$ cat src/rtl/instr_loader_if.sv
`default_nettype none
// ----------------------------------------------------------------------------
// instr_loader_if : byte-stream handshake plus instruction-RAM write port
// Revision 1.0
// ----------------------------------------------------------------------------
interface instr_loader_if #(
    parameter int ADDR_W = 30
);
    logic              s_valid;
    logic [7:0]        s_data;
    logic              s_ready;
    logic              we;
    logic [ADDR_W-1:0] waddr;
    logic [31:0]       wdata;

    modport master (
        output s_valid, s_data,
        input  s_ready, we, waddr, wdata
    );

    modport slave (
        input  s_valid, s_data,
        output s_ready, we, waddr, wdata
    );
endinterface
`default_nettype wire

$ cat src/rtl/instr_loader.sv
`default_nettype none
// ----------------------------------------------------------------------------
// instr_loader : length-prefixed LE byte stream -> instruction RAM writes,
// holds the core in reset until loaded. Optional: LOADER_CHECKSUM_EN.
// Revision 1.0
// ----------------------------------------------------------------------------
module instr_loader #(
    parameter int I_MEMSIZE = 100,
    parameter int ADDR_W    = 30
) (
    input  wire logic     clk,
    input  wire logic     rst_n,
    instr_loader_if.slave bus,
    output logic          core_rst_n,
    output logic          done,
    output logic          err
);
    localparam int          IDX_W     = $clog2(I_MEMSIZE + 1);
    localparam logic [31:0] MAX_WORDS = 32'(I_MEMSIZE);

    typedef enum logic [2:0] {
        ST_HDR  = 3'd0,
        ST_LOAD = 3'd1,
        ST_LAST = 3'd2,
        ST_DONE = 3'd3,
`ifdef LOADER_CHECKSUM_EN
        ST_CSUM = 3'd5,
`endif
        ST_ERR  = 3'd4
    } state_t;

    state_t            state_q;
    logic [31:0]       cnt_q;
    logic [23:0]       word_q;
    logic [1:0]        lane_q;
    logic [IDX_W-1:0]  widx_q;
    logic              we_q;
    logic [ADDR_W-1:0] waddr_q;
    logic [31:0]       wdata_q;
    logic              done_q;
    logic              err_q;
    logic              core_rst_n_q;
`ifdef LOADER_CHECKSUM_EN
    logic [7:0]        csum_q;
`endif

    logic        hs;
    logic        ready_d;
    logic [31:0] hdr_d;
    logic [31:0] word_d;

    // Bytes arrive LSB first, so shifting in from the top leaves them in place.
    assign hdr_d  = {bus.s_data, cnt_q[31:8]};
    assign word_d = {bus.s_data, word_q};
    assign hs     = bus.s_valid && ready_d;

    always_comb begin
        ready_d = 1'b0;
        case (state_q)
            ST_HDR, ST_LOAD: ready_d = 1'b1;
`ifdef LOADER_CHECKSUM_EN
            ST_CSUM:         ready_d = 1'b1;
`endif
            default:         ready_d = 1'b0;
        endcase
    end

    always_ff @(posedge clk) begin
        if (!rst_n) begin
            state_q      <= ST_HDR;
            cnt_q        <= '0;
            word_q       <= '0;
            lane_q       <= '0;
            widx_q       <= '0;
            we_q         <= 1'b0;
            waddr_q      <= '0;
            wdata_q      <= '0;
            done_q       <= 1'b0;
            err_q        <= 1'b0;
            core_rst_n_q <= 1'b0;
`ifdef LOADER_CHECKSUM_EN
            csum_q       <= '0;
`endif
        end else begin
            we_q <= 1'b0;
`ifdef LOADER_CHECKSUM_EN
            if (hs && state_q != ST_CSUM)
                csum_q <= csum_q ^ bus.s_data;
`endif
            case (state_q)
                ST_HDR: begin
                    if (hs) begin
                        cnt_q  <= hdr_d;
                        lane_q <= lane_q + 2'd1;
                        if (lane_q == 2'd3) begin
                            if (hdr_d == 32'd0) begin
`ifdef LOADER_CHECKSUM_EN
                                state_q      <= ST_CSUM;
`else
                                state_q      <= ST_DONE;
                                done_q       <= 1'b1;
                                core_rst_n_q <= 1'b1;
`endif
                            end else if (hdr_d > MAX_WORDS) begin
                                state_q <= ST_ERR;
                                err_q   <= 1'b1;
                            end else begin
                                state_q <= ST_LOAD;
                            end
                        end
                    end
                end
                ST_LOAD: begin
                    if (hs) begin
                        word_q <= {bus.s_data, word_q[23:8]};
                        lane_q <= lane_q + 2'd1;
                        if (lane_q == 2'd3) begin
                            we_q    <= 1'b1;
                            waddr_q <= ADDR_W'(widx_q);
                            wdata_q <= word_d;
                            widx_q  <= widx_q + 1'b1;
                            if (32'(widx_q) == cnt_q - 32'd1)
                                state_q <= ST_LAST;
                        end
                    end
                end
                ST_LAST: begin
`ifdef LOADER_CHECKSUM_EN
                    state_q      <= ST_CSUM;
`else
                    state_q      <= ST_DONE;
                    done_q       <= 1'b1;
                    core_rst_n_q <= 1'b1;
`endif
                end
`ifdef LOADER_CHECKSUM_EN
                ST_CSUM: begin
                    if (hs) begin
                        if (bus.s_data == csum_q) begin
                            state_q      <= ST_DONE;
                            done_q       <= 1'b1;
                            core_rst_n_q <= 1'b1;
                        end else begin
                            state_q <= ST_ERR;
                            err_q   <= 1'b1;
                        end
                    end
                end
`endif
                ST_DONE: state_q <= ST_DONE;
                ST_ERR:  state_q <= ST_ERR;
                default: state_q <= ST_ERR;
            endcase
        end
    end

    assign bus.s_ready = ready_d;
    assign bus.we      = we_q;
    assign bus.waddr   = waddr_q;
    assign bus.wdata   = wdata_q;
    assign core_rst_n  = core_rst_n_q;
    assign done        = done_q;
    assign err         = err_q;
endmodule
`default_nettype wire

$ cat src/flat_wrapper.sv
// flat-port wrapper written by rule: the top's interface ports become plain ports
module instr_loader_flat 
#(
    parameter int I_MEMSIZE = 100,
    parameter int ADDR_W    = 30
)
  (clk, rst_n, core_rst_n, done, err, bus_s_valid, bus_s_data, bus_s_ready, bus_we, bus_waddr, bus_wdata);
  instr_loader_if #(.ADDR_W(ADDR_W)) bus_i ();
  input  wire logic clk;
  input  wire logic rst_n;
  output logic core_rst_n;
  output logic done;
  output logic err;
  input wire logic [$bits(bus_i.s_valid)-1:0] bus_s_valid;
  input wire logic [$bits(bus_i.s_data)-1:0] bus_s_data;
  output wire logic [$bits(bus_i.s_ready)-1:0] bus_s_ready;
  output wire logic [$bits(bus_i.we)-1:0] bus_we;
  output wire logic [$bits(bus_i.waddr)-1:0] bus_waddr;
  output wire logic [$bits(bus_i.wdata)-1:0] bus_wdata;
  assign bus_i.s_valid = bus_s_valid;
  assign bus_i.s_data = bus_s_data;
  assign bus_s_ready = bus_i.s_ready;
  assign bus_we = bus_i.we;
  assign bus_waddr = bus_i.waddr;
  assign bus_wdata = bus_i.wdata;
  instr_loader #(.I_MEMSIZE(I_MEMSIZE), .ADDR_W(ADDR_W)) u_core (.clk(clk), .rst_n(rst_n), .bus(bus_i), .core_rst_n(core_rst_n), .done(done), .err(err));
endmodule
$ cat config.mk
export PLATFORM = sky130hd
export DESIGN_NAME = instr_loader_flat
export DESIGN_NICKNAME = d
export VERILOG_FILES = /design/src/rtl/instr_loader_if.sv /design/src/rtl/instr_loader.sv /design/src/flat_wrapper.sv
export SDC_FILE = /design/constraint.sdc
export NUM_CORES = 1
export LEC_CHECK = 0
export BUFFER_PORTS_ARGS = -buffer_cell sky130_fd_sc_hd__buf_2
export CORE_MARGIN = 1.5
export CORE_UTILIZATION = 50
export CTS_BUF_LIST = sky130_fd_sc_hd__clkbuf_4 sky130_fd_sc_hd__clkbuf_8 sky130_fd_sc_hd__clkbuf_16
export DETAILED_ROUTE_END_ITERATION = 6
export PLACE_DENSITY = 0.74
export SETUP_SLACK_MARGIN = 0.2
export SYNTH_ARGS = -nofsm -noshare
export SYNTH_HDL_FRONTEND = slang
export SYNTH_SLANG_ARGS = --single-unit
$ cat constraint.sdc
create_clock -name clk -period 3.2 [get_ports clk]
set_clock_uncertainty 0.2 [all_clocks]
set_input_delay 0.16 -clock clk [delete_from_list [all_inputs] [get_ports clk]]
set_output_delay 0.16 -clock clk [all_outputs]
set_load 0.01 [all_outputs]
---- Word level (Yosys, flattened, before mapping) ----
Index checks and enable logic that the tools add are counted.
word-level totals
  flip-flop bits (word level) ............. 110
  latch bits .............................. 0
  bits in writable memories ............... 0
  bits in read-only memories .............. 0
  input port bits ......................... 11
  output and inout port bits .............. 67
  memories kept ........................... 0
operators by class
  $add $sub $neg .......................... 3
  $mul .................................... 0
  divide/modulo/power cells ............... 0
  order comparisons ....................... 1
  equal/unequal tests ..................... 11
  shift operators ......................... 0
  muxes and demuxes ....................... 14
  bitwise logic cells ..................... 1
  reductions and logical operators ........ 14
operator list
  kind                                                            number
  equality test 7 x 32 -> 1 bit                                   1
  greater-than comparator 32 x 7 -> 1 bit, second input constant  1
  logical NOT 32 bit                                              1
  subtractor 32 x 1 -> 32 bit, second input constant              1
  two-way mux 3 bit                                               7
  inequality test 2 x 1 -> 1 bit, second input constant           6
  AND reduction 5 bit                                             2
  case mux 3 bit (3 select lines)                                 1
  adder 7 x 1 -> 7 bit, second input constant                     1
  equality test 3 x 2 -> 1 bit, second input constant             2
  AND reduction 2 bit                                             3
  AND reduction 3 bit                                             2
  two-way mux 1 bit                                               5
  AND reduction 4 bit                                             1
  OR reduction 2 bit                                              2
  equality test 3 x 1 -> 1 bit, second input constant             1
  logical NOT 3 bit                                               1
  adder 2 x 1 -> 2 bit, second input constant                     1
  equality test 2 bit, second input constant                      1
  case mux 1 bit (2 select lines)                                 1
  nonzero test 2 bit                                              1
  logical AND 1 bit                                               1
  inverter 1 bit                                                  1

---- Longest topological paths before layout ----
  word-level depth ........................ 6
  depth in mapped cells ................... 11
  gate-level depth less buffers ........... 9

---- Worst setup path after synthesis ----
No wires, ideal clock.
  path kind ............................... reg2reg
  start ................................... register u_core.cnt_q[0]
  end ..................................... register u_core.state_q[0]
  data arrival time ....................... 2.959 ns
  required time ........................... 2.884 ns
  slack ................................... -0.075 ns
  stages on the path, launching flop included .. 10
  path buffers ............................ 1
  path through ............................ dfxtp_1 -> buf_6 -> inv_1 -> ha_1 -> nor3b_1 -> a21oi_1 -> or4_1 -> or4_1 -> or4_1 -> a41o_1
on the way
  word-level cells in the longest chain between the ends .. 4
ends and longest elaborated chain
  what                                             line                 source
  start, declared                                  instr_loader.sv:33   logic [31:0] cnt_q;
  start signal, assigned                           instr_loader.sv:93   cnt_q <= hdr_d;
  subtractor 32 x 1 -> 32 bit                      instr_loader.sv:122  if (32'(widx_q) == cnt_q - 32'd1)
  equality test 7 x 32 -> 1 bit                    instr_loader.sv:122
  inequality test 2 x 1 -> 1 bit (no source line)  --
  AND reduction 5 bit (no source line)             --
  end signal, assigned                             instr_loader.sv:123  state_q <= ST_LAST;
  end signal, assigned                             instr_loader.sv:131  state_q <= ST_DONE;
  end signal, assigned                             instr_loader.sv:150  ST_DONE: state_q <= ST_DONE;
  end, declared                                    instr_loader.sv:32   state_t state_q;
Every way passes these cells.
A chain may end at the register's enable or synchronous reset.

---- Final worst setup path ----
Same ends and word-level chain as after synthesis.

==> reports/results.tsv <==
metric	value	unit
pwr/cell area	414	nW/um^2
CP Launch Type	flop	
WP data arrival	3.14	ns
Yosys Warn Count	0	
clock root buffer	clkbuf_8	
synth top area cells	dfxtp_1, nand2_1, a21boi_0	
Hold WS	0.0841	ns
Synth top cells by count	nand2_1, dfxtp_1, a21boi_0	
Max Fanout on Critical Path	2	
fin. max-slew vios	0	
Final Cycle Share	0.960	
RSZ-0062 raised after global routing	true	
worst min path class	in2reg	
met3 Use GR	0.0320	
Peak VDD IR	0.206	mV
# fillers	919	
port bufs	54	
nets@finish	698	
Core Util, Final	0.585	
first-pass GRT wire length	19700	um
DR iter-0 viols	226	
clock sink count	110	
post-route ant nets	0	
CTS tree	done	
largest net degree at the start of global routing	63	
Synth top area share	0.431	
Post-synth EDFFs	0	
M2 GR Usage	0.356	
synth-to-layout area growth	12.6	%
Die Height	104	um
Synth Flop Type	dfxtp_1	
sequential area share after synthesis	0.431	
met1 usage	0.299	
Mapped Area	5100	um^2
cell count after synthesis	632	
Antenna diodes	0	
Yosys top cell by area	dfxtp_1	
Syn Area/Cell	8.08	um^2
unique cell type count in the Yosys netlist	49	
post-synthesis async set-or-reset flop share	0	
CP required	3.27	ns
Worst Tran Pin Value	0.823	ns
Finish-stage setup viols	0	
Starting Density	0.520	
register clock-pin slew on the reported worst setup and hold paths	0.11	ns
vias in the first global route	4054	
status	finished clean	
die area	10800	um^2
max_cap viols	0	
relative slew slack	0.450	
clk buf depth	2	
Post-route DRC	0	
Ports	78	
share of layout cells above drive strength 1	0.154	
core area	9820	um^2
Clock Latency Late Sink	0.37	ns
f_max	326	MHz
Num CTS Buffers	9	
fin crit period	3.07	ns
#FFs+latches synth	110	
Total Wirelength	11500	um
WL/cell	14.0	um
vias after detailed routing	4331	
row count	36	
Pleak	2.14	nW
gr usage total	0.220	
count leader, synth	nand2_1	
WS Path Type	reg2reg	
routability cong.	0.911	
DIE WIDTH	104	um
drt pass-1 iters	5	
GRT Max-Usage Layer	met2	
CP Capture Type	flop	
Final Hold Fails	0	
GRT overflow	0	
Vias per Instance	5.28	
post-DP HPWL	8130	um
initial antenna violation count	0	
CTS H-tree depth	3	
[critical path: stages, from the launching register on]
cell	delay, ns
dfxtp_2	0.35
inv_2	0.04
ha_4	0.25
xor2_1	0.14
nand2_1	0.09
or4_1	0.40
or4_1	0.39
or4_1	0.42
or4_4	0.49
a41o_1	0.18
[cell usage in the layout (no fill, tap or decap), drive strengths merged, types with 4 or more instances in the layout]
cell	n
a21oi	6
nand2	208
nand4b	4
nand4	7
a31oi	4
conb	23
nand3b	6
nor3	11
inv	4
nor2	15
dlygate4sd3	8
a21boi	99
xnor2	13
and2	9
dfxtp	110
buf	76
o21a	4
or4	5
nor4	11
clkbuf	9
nand3	7
xor2	5
nor2b	6
o21ai	5
[power by group]
part | internal [W] | switching, W
Clock | 0.000291 | 0.000499
Combinational | 0.0000839 | 0.000107
Sequential | 0.00138 | 0.0000185
[final timing paths]
kind / cells after the start / slack, ns / startpoint / end
worst max-delay path: 9 / 0.13 / u_core.cnt_q[0]$_SDFFE_PN0P_ / u_core.state_q[0]$_SDFFE_PN0P_
worst min-delay path: 4 / 0.08 / bus_s_valid / u_core.state_q[2]$_SDFFE_PN0P_
worst max register to register: 9 / 0.13 / u_core.cnt_q[0]$_SDFFE_PN0P_ / u_core.state_q[0]$_SDFFE_PN0P_
worst min register to register: 2 / 0.26 / u_core.bus.waddr[2]$_SDFFE_PN0P_ / u_core.bus.waddr[2]$_SDFFE_PN0P_
[what timing repair did]
| item | in CTS | in global routing |
|---|---|---|
| resized for setup | 5 | 3 |
| endpoints found under the hold margin | 24 | 0 |
| buffers inserted | 2 | 1 |
| endpoints found under the setup margin | 2 | 2 |
| pin swaps | 5 | 4 |
| hold buffers | 8 | 0 |
[cells by family (layout without fill, tap and decap cells)]
| family | Yosys count | in the layout | synth area share |
|---|---|---|---|
| compound gates | 131 | 131 | 0.189 |
| xor+xnor | 18 | 18 | 0.0309 |
| fa+ha+maj | 3 | 3 | 0.00735 |
| buf+inv | 67 | 101 | 0.0738 |
| flops | 110 | 110 | 0.431 |
| mux | 2 | 2 | 0.00392 |
| other cells | 1 | 23 | 0.000735 |
| simple gates | 300 | 300 | 0.263 |
[layout make-up]
class                   instances  area (um^2)  area share
repair buffers                 84          532      0.0925
well taps                     133          166      0.0289
inverters                       2         7.51     0.00131
clock inverters                 6         56.3     0.00979
clock buffers                   9          124      0.0215
flip-flops and latches        110         2210       0.384
multi-input cells             477         2660       0.462
[registers in the layout, summed over array words and instances (netlist names)]
signal and cells:
u_core.bus.waddr 7, u_core.bus.wdata 32, u_core.bus.we 1, u_core.cnt_q 32
u_core.done 1, u_core.err 1, u_core.lane_q 2, u_core.state_q 3
u_core.widx_q 7, u_core.word_q 24
[metrics by stage]
step                worst slack [ns]  total power (W)  cell area, um^2  cells  setup TNS [ns]
floorplan                     0.0404          0.00157             5210    654               0
global placement             -0.0672          0.00160             5430    795         -0.0684
detailed placement           -0.0755          0.00161             5430    795         -0.0885
CTS                           0.0790          0.00238             5730    820               0
global route                  0.0414          0.00248             5750    821               0
finish                         0.130          0.00238             5750    821               0
[layer usage]
metal  up-vias  routed length (um)
met1      2034                5410
met3        17                 423
met4         0                 204
met5         -                   0
li1       2176                   -
met2       104                5440
No activity file was read; power rests on OpenSTA's default activity.
